<file path="src/rtl/bomb_game_ctrl.sv">
`timescale 1ns/1ps
// bomb_game_ctrl: supervisor for a "defuse the bomb" puzzle game.
// Tracks a countdown, collects strikes from per-module wrong-move flags,
// resets offending modules one at a time, and decides whether the bomb is
// defused (every enabled module solved) or explodes (strike limit or timeout).
// Optional feature macro: BOMB_STRIKE_SPEEDUP_EN -- when defined, every strike
// halves the length of a countdown second (effective from the next second).
module bomb_game_ctrl #(
    parameter int NMOD        = 4,
    parameter int MAX_STRIKES = 3,
    parameter int TIME_S      = 300,
    parameter int TICKS_PER_S = 1000
) (
    input  logic            Clk,
    input  logic            rst,
    input  logic            start,
    input  logic [NMOD-1:0] mod_en,
    input  logic [NMOD-1:0] mod_boom,
    input  logic [NMOD-1:0] mod_done,
    output logic [NMOD-1:0] mod_rst,
    output logic [1:0]      strikes,
    output logic [9:0]      sec_left,
    output logic            armed,
    output logic            defused,
    output logic            exploded,
    output logic            strike_beep
);

    localparam int              TW        = (TICKS_PER_S > 1) ? $clog2(TICKS_PER_S) : 1;
    localparam logic [TW-1:0]   WRAP_BASE = TW'(TICKS_PER_S - 1);
    localparam logic [9:0]      SEC_INIT  = 10'(TIME_S);
    localparam logic [NMOD-1:0] ONE_MOD   = NMOD'(1);

    typedef enum logic [2:0] {
        S_IDLE,
        S_ARMED,
        S_STRIKE,
        S_DEFUSED,
        S_EXPLODED
    } state_t;

    state_t          state_q, state_d;
    logic [TW-1:0]   tick_q, tick_d;
    logic [TW-1:0]   wrap_q, wrap_d;
    logic [9:0]      sec_q, sec_d;
    logic [1:0]      strikes_q, strikes_d;
    logic [NMOD-1:0] pending_q, pending_d;
    logic [NMOD-1:0] solved_q, solved_d;
    logic [NMOD-1:0] boom_q, boom_d;
    logic [NMOD-1:0] en_q, en_d;
    logic [NMOD-1:0] mod_rst_q, mod_rst_d;
    logic            beep_q, beep_d;
    logic            armed_q, armed_d;
    logic            defused_q, defused_d;
    logic            exploded_q, exploded_d;

    logic [NMOD-1:0] new_strike;
    logic [NMOD-1:0] done_hit;
    logic [NMOD-1:0] pend_all;
    logic [NMOD-1:0] serve_mask;
    logic [NMOD-1:0] solved_grow;
    logic            all_clear;
    logic            sec_wrap;
    logic            expire;
    logic [TW-1:0]   wrap_reload;

    // Per-module edge detection of wrong moves and qualification of solves.
    // Modules that are disabled or already solved can no longer earn strikes.
    generate
        for (genvar gi = 0; gi < NMOD; gi++) begin : g_mod
            assign new_strike[gi] = mod_boom[gi] & ~boom_q[gi] & en_q[gi] & ~solved_q[gi];
            assign done_hit[gi]   = mod_done[gi] & en_q[gi];
        end
    endgenerate

    // Pending strikes are served lowest index first; x & -x isolates that bit.
    assign pend_all    = pending_q | new_strike;
    assign serve_mask  = pend_all & (~pend_all + ONE_MOD);
    assign solved_grow = solved_q | done_hit;
    assign all_clear   = &(solved_grow | ~en_q);
    assign sec_wrap    = (tick_q == wrap_q);
    assign expire      = sec_wrap && (sec_q == 10'd1);

`ifdef BOMB_STRIKE_SPEEDUP_EN
    // Second length halves per committed strike, never shorter than one tick.
    logic [31:0] period_sh;
    assign period_sh   = 32'(TICKS_PER_S) >> strikes_q;
    assign wrap_reload = (period_sh == 32'd0) ? '0 : TW'(period_sh - 32'd1);
`else
    // Second length is constant for the whole game.
    assign wrap_reload = WRAP_BASE;
`endif

    // Next-state and next-output logic for the game FSM.
    always_comb begin
        state_d    = state_q;
        tick_d     = tick_q;
        wrap_d     = wrap_q;
        sec_d      = sec_q;
        strikes_d  = strikes_q;
        pending_d  = pending_q;
        solved_d   = solved_q;
        boom_d     = boom_q;
        en_d       = en_q;
        mod_rst_d  = '0;
        beep_d     = 1'b0;

        case (state_q)
            S_IDLE: begin
                // Track boom levels so a flag already high at arming is not an edge.
                boom_d    = mod_boom;
                tick_d    = '0;
                wrap_d    = WRAP_BASE;
                sec_d     = SEC_INIT;
                strikes_d = '0;
                pending_d = '0;
                solved_d  = '0;
                if (start) begin
                    state_d = S_ARMED;
                    en_d    = mod_en;
                end
            end

            S_ARMED, S_STRIKE: begin
                boom_d    = mod_boom;
                pending_d = pend_all;
                solved_d  = solved_grow;

                // Countdown keeps running during strike visits.
                if (sec_wrap) begin
                    tick_d = '0;
                    wrap_d = wrap_reload;
                    if (sec_q != 10'd0) begin
                        sec_d = sec_q - 10'd1;
                    end
                end else begin
                    tick_d = tick_q + 1'b1;
                end

                if (state_q == S_STRIKE) begin
                    // Strike limit beats a full solve, which beats a timeout.
                    if (int'(strikes_q) >= MAX_STRIKES) begin
                        state_d = S_EXPLODED;
                    end else if (all_clear) begin
                        state_d = S_DEFUSED;
                    end else if (expire) begin
                        state_d = S_EXPLODED;
                    end else begin
                        state_d = S_ARMED;
                    end
                end else begin
                    if (all_clear) begin
                        state_d = S_DEFUSED;
                    end else if (expire) begin
                        state_d = S_EXPLODED;
                    end else if (|pend_all) begin
                        state_d   = S_STRIKE;
                        pending_d = pend_all & ~serve_mask;
                        strikes_d = strikes_q + 2'd1;
                        mod_rst_d = serve_mask;
                        beep_d    = 1'b1;
                    end
                end
            end

            default: begin
                // Terminal states hold everything until reset.
            end
        endcase

        if (state_d == S_IDLE) begin
            mod_rst_d = '1;
        end
        armed_d    = (state_d == S_ARMED) || (state_d == S_STRIKE);
        defused_d  = (state_d == S_DEFUSED);
        exploded_d = (state_d == S_EXPLODED);
    end

    // State, counters and registered outputs; reset returns to a fresh IDLE.
    always_ff @(posedge Clk or posedge rst) begin
        if (rst) begin
            state_q    <= S_IDLE;
            tick_q     <= '0;
            wrap_q     <= WRAP_BASE;
            sec_q      <= SEC_INIT;
            strikes_q  <= '0;
            pending_q  <= '0;
            solved_q   <= '0;
            boom_q     <= '0;
            en_q       <= '0;
            mod_rst_q  <= '1;
            beep_q     <= 1'b0;
            armed_q    <= 1'b0;
            defused_q  <= 1'b0;
            exploded_q <= 1'b0;
        end else begin
            state_q    <= state_d;
            tick_q     <= tick_d;
            wrap_q     <= wrap_d;
            sec_q      <= sec_d;
            strikes_q  <= strikes_d;
            pending_q  <= pending_d;
            solved_q   <= solved_d;
            boom_q     <= boom_d;
            en_q       <= en_d;
            mod_rst_q  <= mod_rst_d;
            beep_q     <= beep_d;
            armed_q    <= armed_d;
            defused_q  <= defused_d;
            exploded_q <= exploded_d;
        end
    end

    assign mod_rst     = mod_rst_q;
    assign strikes     = strikes_q;
    assign sec_left    = sec_q;
    assign armed       = armed_q;
    assign defused     = defused_q;
    assign exploded    = exploded_q;
    assign strike_beep = beep_q;

endmodule

</file>
<file path="config.mk">
export PLATFORM = sky130hd
export DESIGN_NAME = bomb_game_ctrl
export DESIGN_NICKNAME = d
export VERILOG_FILES = /design/src/rtl/bomb_game_ctrl.sv
export SDC_FILE = /design/constraint.sdc
export NUM_CORES = 1
export LEC_CHECK = 0
export CAP_MARGIN = 40
export CELL_PAD_IN_SITES_DETAIL_PLACEMENT = 1
export CELL_PAD_IN_SITES_GLOBAL_PLACEMENT = 1
export CORE_ASPECT_RATIO = 1.5
export CORE_MARGIN = 5
export CORE_UTILIZATION = 28
export CTS_BUF_LIST = sky130_fd_sc_hd__clkbuf_8
export DETAILED_ROUTE_END_ITERATION = 6
export PLACE_DENSITY = 0.66
export SYNTH_ARGS = -nofsm -noshare
export SYNTH_HDL_FRONTEND = slang
export SYNTH_SLANG_ARGS = --single-unit
</file>
<file path="constraint.sdc">
create_clock -name Clk -period 2.53 [get_ports Clk]
set_clock_uncertainty 0.1 [all_clocks]
set_input_delay 0.253 -clock Clk [delete_from_list [all_inputs] [get_ports Clk]]
set_output_delay 0.253 -clock Clk [all_outputs]
set_load 0.01 [all_outputs]
</file>
======== After elaboration in Yosys (flattened, before gate mapping) ========
Index checks and enable logic that the tools add are counted.
word-level totals
  register bits after elaboration ......... 59
  input port bits ......................... 15
  output and inout port bits .............. 20
  logic and storage cells ................. 117
operators by class
  $add $sub $neg .......................... 4
  order comparisons ....................... 1
  equality and inequality tests ........... 14
  multiplexer cells ....................... 38
  bitwise logic cells ..................... 32
  reduce and logical (&&, ||, !) cells .... 14
operator list
  kind                   count
  $pmux 10 s2            3
  $mux 10                4
  $mux 4                 10
  $mux 3                 8
  $and 1x1->1            16
  $pmux 4 s2             2
  $ne 2x2->1 const B     6
  $not 4->4              3
  $or 4x4->4             3
  $add 10x1->10 const B  1
  $eq 10x1->1 const B    1
  $eq 10x10->1           1
  $reduce_bool 10->1     1
  $sub 10x1->10 const B  1
  $eq 3x2->1 const B     3
  $and 4x4->4            2
  $mux 2                 4
  $not 1->1              8
  $eq 3x1->1 const B     2
  $logic_not 3->1        2
  $pmux 3 s2             1
  $mux 1                 5
  $reduce_and 5->1       1
  $add 4x1->4 const B    1
  other kinds (13)       14

======== Logic depth before layout (Yosys ltp) ========
Gate-level depths: netlist of run 1.
  depth after elaboration ................. 15
  gate-level depth with buffers ........... 8
  mapped depth without buffers ............ 8

======== Worst setup path before layout of run 1 ========
OpenSTA, ideal clock, no wires.
  path type ............................... register to register
  start ................................... reg tick_q[0]
  end ..................................... reg strikes_q[1], in the netlist strikes[1]
  setup time .............................. 0.095 ns
  arrival time ............................ 2.082 ns
  required time ........................... 2.335 ns
  slack ................................... 0.252 ns
  cell stages (with the launch flop) ...... 9
  buffers on the path ..................... 0
  period minus slack after synthesis ...... 2.278 ns
  cells stage by stage .................... dfrtp_1 > ha_1 > nand2_1 > or4b_1 > or2_1 > a2111oi_2 > or4_4 > inv_4 > o32ai_2
between the ends
  longest elaborated chain between the ends .. 4
ends and longest elaborated chain
  item                        line  source
  from (decl)                 43    logic [TW-1:0] tick_q, tick_d;
  from (signal assigned)      198   tick_q <= tick_d;
  $eq 10x10->1                81    assign sec_wrap = (tick_q == wrap_q);
  $logic_and 1x1->1           82    assign expire = sec_wrap && (sec_q == 10'd1);
  $ne 2x2->1 (no line)        -
  $reduce_and 5->1 (no line)  -
  to (signal assigned)        201   strikes_q <= strikes_d;
  to (decl)                   46    logic [1:0] strikes_q, strikes_d;
No other way between the ends.
A chain may end at the register's enable or synchronous reset.

======== Worst setup path in the final report of run 1 ========
  start ................................... reg tick_q[1]
  end ..................................... reg strikes_q[1], in the netlist strikes[1]
Same word-level chain as after synthesis.

==> impl_metrics.ini, run 1 <==
[detailed_routing]
via_count = 2150
antenna_left = 0
drt_wl_total_um = 6450
drc_errors = 0
drtIter0Drc = 45
wl_per_cell_um = 15.2
vias_per_cell = 5.06
first_pass_iters = 4

[floorplan]
io_pins = 35
coreArea_um2 = 8880
die_y_um = 127
die_width_um = 88.2
dieArea_um2 = 11200
start_util = 0.289
rows = 42

[grt]
grt_use_total = 0.125
grt_max_degree = 29
grt_pass1_wl_um = 11200
antenna_found_initial = 0
grt_overflow_total = 0
grt_pass1_vias = 2338

[power_and_ir_drop]
report.power.total_uw = 1740
vdd_drop_max_uv = 260
p_leak_uw = 0.00140
powerDensity_nw_per_um2 = 532

[clock_network]
clock-sinks = 49
path_clk_slew_ns = 0.09
cts_root_buf = clkbuf_8
htree_num_levels = 2
ctsLongestPathBuffers = 2
worstSkewPairLatency_ns = 0.31
cts_buffers = 5
cts_tree = yes

[logic_synthesis]
synth_area_leader_cell = dfrtp_1
synth_area_per_cell_um2 = 9.88
syn-cell-area_um2 = 2570
ys_seq_area_frac = 0.481
ys.flop_type = dfrtp_1
yosysWarnings = 0
syn-num-nets = 280
synthArstFlopShare = 1.00
synth_edf_count = 0
synthDistinctLibCells = 55
synthTopCellsByArea = dfrtp_1 40%, dfstp_2 8.2%, nand2_1 4.5%
synthCells = 260
synth_top_area_share = 0.399
ys_ff_latch = 49

[critical_path]
cp.arrival_ns = 2.54
slowest_delay_ns = 0.51
crit_slowest_cell = or4b_4
path_cells = ha_1 > nand2_1 > or4b_4 > or2_1 > a2111oi_4 > or4_4 > inv_4 > o32ai_2
crit_family = simple AND/OR/NAND/NOR gates
crit_buf_inv = 1
worstPathRequired_ns = 2.65
cp_max_fo = 4
critPathCaptureType = flip-flop
cp-start-kind = flip-flop
critPathKind = flip-flop to flip-flop

[cells_and_area]
syn2layout_area_growth_pct = 27.0
fillCellCount = 1024
multi_input_area_um2 = 1250
postLayoutCellArea_um2 = 3260
n_antenna_cell = 0
nets = 334
final_common_cell = dfrtp_1
drive_above_1_share = 0.181
seq_area_um2 = 1240
mostFrequentLayoutCells = 41 x dfrtp_1, 34 x clkdlybuf4s50_1, 31 x nand2_1, 31 x nor2_1, 19 x buf_4

[sta]
max-slew-margin-rel = 0.675
tightest_slew_ns = 0.487
hold_violations = 0
fin_crit_ns = 2.42
fin_crit_sh = 0.955
setup_violations = 0
fmaxAchievable_ghz = 0.414
rsz0062_at_grt = no
report.final.slew_viol_count = 0

[min_path]
hold_class = input port to async pin

[placement]
post_dp_cell_area_um2 = 3140
dpl.hpwl_um = 4900
portBuffers = 34
gp_congestion = 0.804

[run_status]
run_status = completed

[job]
maxCapViolCount = 0
[synthesized netlist by cell type (3+ instances only)]
cell type   n
a21oi_1     6
o21ai_0    12
nand2_1    31
xor2_1      7
nand4_1     4
nand3_1     9
and3_1      3
o31ai_1     6
a21o_1      4
mux2_2      4
a31oi_1     5
clkbuf_1    4
nand2b_1    4
a22o_1      4
nor2_1     31
nor4bb_1    4
nor3b_1     4
dfstp_2     8
nor4_1      5
or3_1       3
dfrtp_1    41
ha_1        5
inv_1      11
nor3_1      4
[final timing paths]
path	start	slack, ns	cells after the start	end
min in group Clk	boom_q[1]	0.39	2	boom_q[1]
hold reg to reg	boom_q[1]	0.39	2	boom_q[1]
max in group asynchronous	rst	1.57	3	mod_rst[3]
setup / recovery	tick_q[1]	0.11	8	strikes[1]
hold / removal	rst	0.18	2	sec_left[1]
setup reg to reg	tick_q[1]	0.11	8	strikes[1]
[stage by stage]
stage          hold WS (ns)  TNS (ns)   util  setup WS [ns]  std cells
2_1_floorplan         0.210         0      -          0.252        260
3_3_place_gp          0.361         0  0.354         0.0143        415
3_5_place_dp          0.375   -0.0848  0.354        -0.0401        415
4_1_cts               0.190         0  0.366         0.0618        425
5_1_grt               0.216         0  0.367        0.00509        425
6_report              0.185         0  0.367          0.113        425
[logic make-up (layout without fill, tap and decap cells)]
group / count (synthesis) / count (layout) / share of synthesized area
flops: 49 / 49 / 0.481
buf+inv: 19 / 74 / 0.0390
fa+ha+maj: 7 / 7 / 0.0321
mux: 6 / 6 / 0.0253
xor+xnor: 9 / 9 / 0.0307
simple gates: 123 / 123 / 0.260
compound gates: 47 / 47 / 0.132
[layer usage]
layer	vias up	global-route usage	wire length [um]
met3	10	0.0245	218
met1	1074	0.149	2730
li1	1030	-	-
met2	36	0.217	3340
met5	-	0	0
met4	0	0.0507	159
[what timing repair did]
item,in CTS,in global routing
cloned,0,0
pin swaps,1,1
buffers inserted,2,0
hold buffers,0,0
gates resized for setup,0,2
setup endpoints to repair,1,1
[state kept, by name (all words and copies together) (netlist names)]
register	count
defused	1
mod_rst	4
en_q	4
solved_q	4
armed	1
strike_beep	1
pending_q	4
sec_left	10
exploded	1
tick_q	10
state_q	3
boom_q	4
strikes	2
[where the power goes]
| part | total (uW) | switching [uW] | internal [uW] |
|---|---|---|---|
| registers | 919 | 60.9 | 858 |
| logic | 343 | 164 | 179 |
| clock network | 475 | 278 | 197 |
[final cells by class]
cell class,instances,area share
clock buffers,5,0.0211
clock inverters,3,0.00652
inverters,12,0.0146
multi-input cells,192,0.383
flip-flops and latches,49,0.379
well taps,110,0.0422
repair buffers,54,0.154
Note: power is estimated with default switching activity, not from simulation.
==> inputs of run 2 (changes only) <==
--- a/config.mk
+++ b/config.mk
@@ -5,7 +5,7 @@
 export SDC_FILE = /design/constraint.sdc
 export NUM_CORES = 1
 export LEC_CHECK = 0
-export CAP_MARGIN = 40
+export CAP_MARGIN = 5
 export CELL_PAD_IN_SITES_DETAIL_PLACEMENT = 1
 export CELL_PAD_IN_SITES_GLOBAL_PLACEMENT = 1
 export CORE_ASPECT_RATIO = 1.5
@@ -13,7 +13,9 @@
 export CORE_UTILIZATION = 28
 export CTS_BUF_LIST = sky130_fd_sc_hd__clkbuf_8
 export DETAILED_ROUTE_END_ITERATION = 6
+export MAX_ROUTING_LAYER = met4
 export PLACE_DENSITY = 0.66
+export SLEW_MARGIN = 20
 export SYNTH_ARGS = -nofsm -noshare
 export SYNTH_HDL_FRONTEND = slang
 export SYNTH_SLANG_ARGS = --single-unit
==> impl_metrics.ini, run 2 (synthesis results as in run 1) <==
[run_status]
run_status = completed

[clock_network]
cts_root_buf = clkbuf_8
worstSkewPairLatency_ns = 0.31
htree_num_levels = 2
hold_buffers = 0
cts_tree = yes
path_clk_slew_ns = 0.09
clock-sinks = 49
cts_buffers = 5
ctsLongestPathBuffers = 2

[detailed_routing]
first_pass_iters = 4
drt_wl_total_um = 6450
wl_per_cell_um = 15.2
drc_errors = 0
via_count = 2155
drtIter0Drc = 50
antenna_left = 0
vias_per_cell = 5.07

[floorplan]
die_width_um = 88.2
dieArea_um2 = 11200
coreArea_um2 = 8880
start_util = 0.289
die_y_um = 127
io_pins = 35
rows = 42

[cells_and_area]
nets = 334
syn2layout_area_growth_pct = 27.0
drive_above_1_share = 0.181
final_common_cell = dfrtp_1
mostFrequentLayoutCells = 41 x dfrtp_1, 34 x clkdlybuf4s50_1, 31 x nand2_1, 31 x nor2_1, 19 x buf_4
fillCellCount = 1024
postLayoutCoreUtil = 0.367
n_antenna_cell = 0

[sta]
fmaxAchievable_ghz = 0.414
max-slew-margin-rel = 0.670
hold_violations = 0
rsz0062_at_grt = no
setup_ws_ns = 0.116
tightest_slew_ns = 0.496
fin_crit_ns = 2.41
report.final.slew_viol_count = 0
fin_crit_sh = 0.954
setup_violations = 0

[grt]
top_usage_layer = met2
grt_use_total = 0.129
grt_pass1_vias = 2338
grt_overflow_total = 0
use_met3 = 0.0245
grtUsageMet2 = 0.216
grt_max_degree = 29
grt_pass1_wl_um = 11200
antenna_found_initial = 0
met1_usage = 0.150

[min_path]
hold_class = input port to async pin

[job]
maxCapViolCount = 0

[critical_path]
path_cells = ha_1 > nand2_1 > or4b_4 > or2_1 > a2111oi_4 > or4_4 > inv_4 > o32ai_2
cp-start-kind = flip-flop
slowest_delay_ns = 0.51
crit_slowest_cell = or4b_4
cp_max_fo = 4
critPathKind = flip-flop to flip-flop
worstPathRequired_ns = 2.65
critPathCaptureType = flip-flop
cp.arrival_ns = 2.53

[placement]
place_ws_ns = -0.0401
gp_congestion = 0.815
dpl.hpwl_um = 4900
portBuffers = 34

[power_and_ir_drop]
p_leak_uw = 0.00140
powerDensity_nw_per_um2 = 532
vdd_drop_max_uv = 260
## run 2: cell counts in the layout (fill, tap and decap cells not counted)
Identical to the previous run, type by type.
## run 2: layout make-up
type / instances / area (um^2) / share of cell area
tap: 110 / 138 / 0.0422
multi-input combinational: 192 / 1250 / 0.383
clock buffer: 5 / 68.8 / 0.0211
sequential: 49 / 1240 / 0.379
timing repair buffer: 54 / 503 / 0.154
inverter: 12 / 47.5 / 0.0146
clock inverter: 3 / 21.3 / 0.00652
## run 2: worst paths after layout
kind                       cells past startpoint     endpoint  startpoint  slack (ns)
max reg2reg                                    8   strikes[1]   tick_q[1]        0.12
min                                            2  sec_left[1]         rst        0.18
min reg2reg                                    2    boom_q[1]   boom_q[1]        0.39
min in group Clk                               2    boom_q[1]   boom_q[1]        0.39
max in group asynchronous                      3   mod_rst[3]         rst        1.57
max                                            8   strikes[1]   tick_q[1]        0.12
## run 2: per-layer routing
layer	vias up	wire length, um
met5	-	0
met4	0	161
met3	10	215
met2	36	3330
met1	1077	2740
li1	1032	-
## run 2: per-stage QoR
step                power (uW)  setup TNS [ns]  hold slack [ns]  instances  area, um^2
finish                    1740               0            0.185        425        3260
global route              1850               0            0.217        425        3260
CTS                       1780               0            0.190        425        3250
detailed placement        1270         -0.0848            0.375        415        3140
global placement          1260               0            0.361        415        3140
floorplan                 1100               0            0.210        260        2570
## run 2: report_power, final
part,switching (uW),internal (uW)
clock network,277,197
registers,60.9,858
logic,164,180
## run 2: timing repair
action | CTS | global route
cloned | 0 | 0
setup buffers | 2 | 0
resized for setup | 0 | 2
endpoints found under the setup margin | 1 | 1
pin swaps | 1 | 1
## run 2: critical path: cells and delay by family, from the launching register on
family	cells	cell delay [ns]
AO/OA/AOI/OAI	2	0.54
adder cells (fa/ha/maj)	1	0.18
AND/OR/NAND/NOR	4	1.09
flip-flops	1	0.36
buffers and inverters	1	0.04
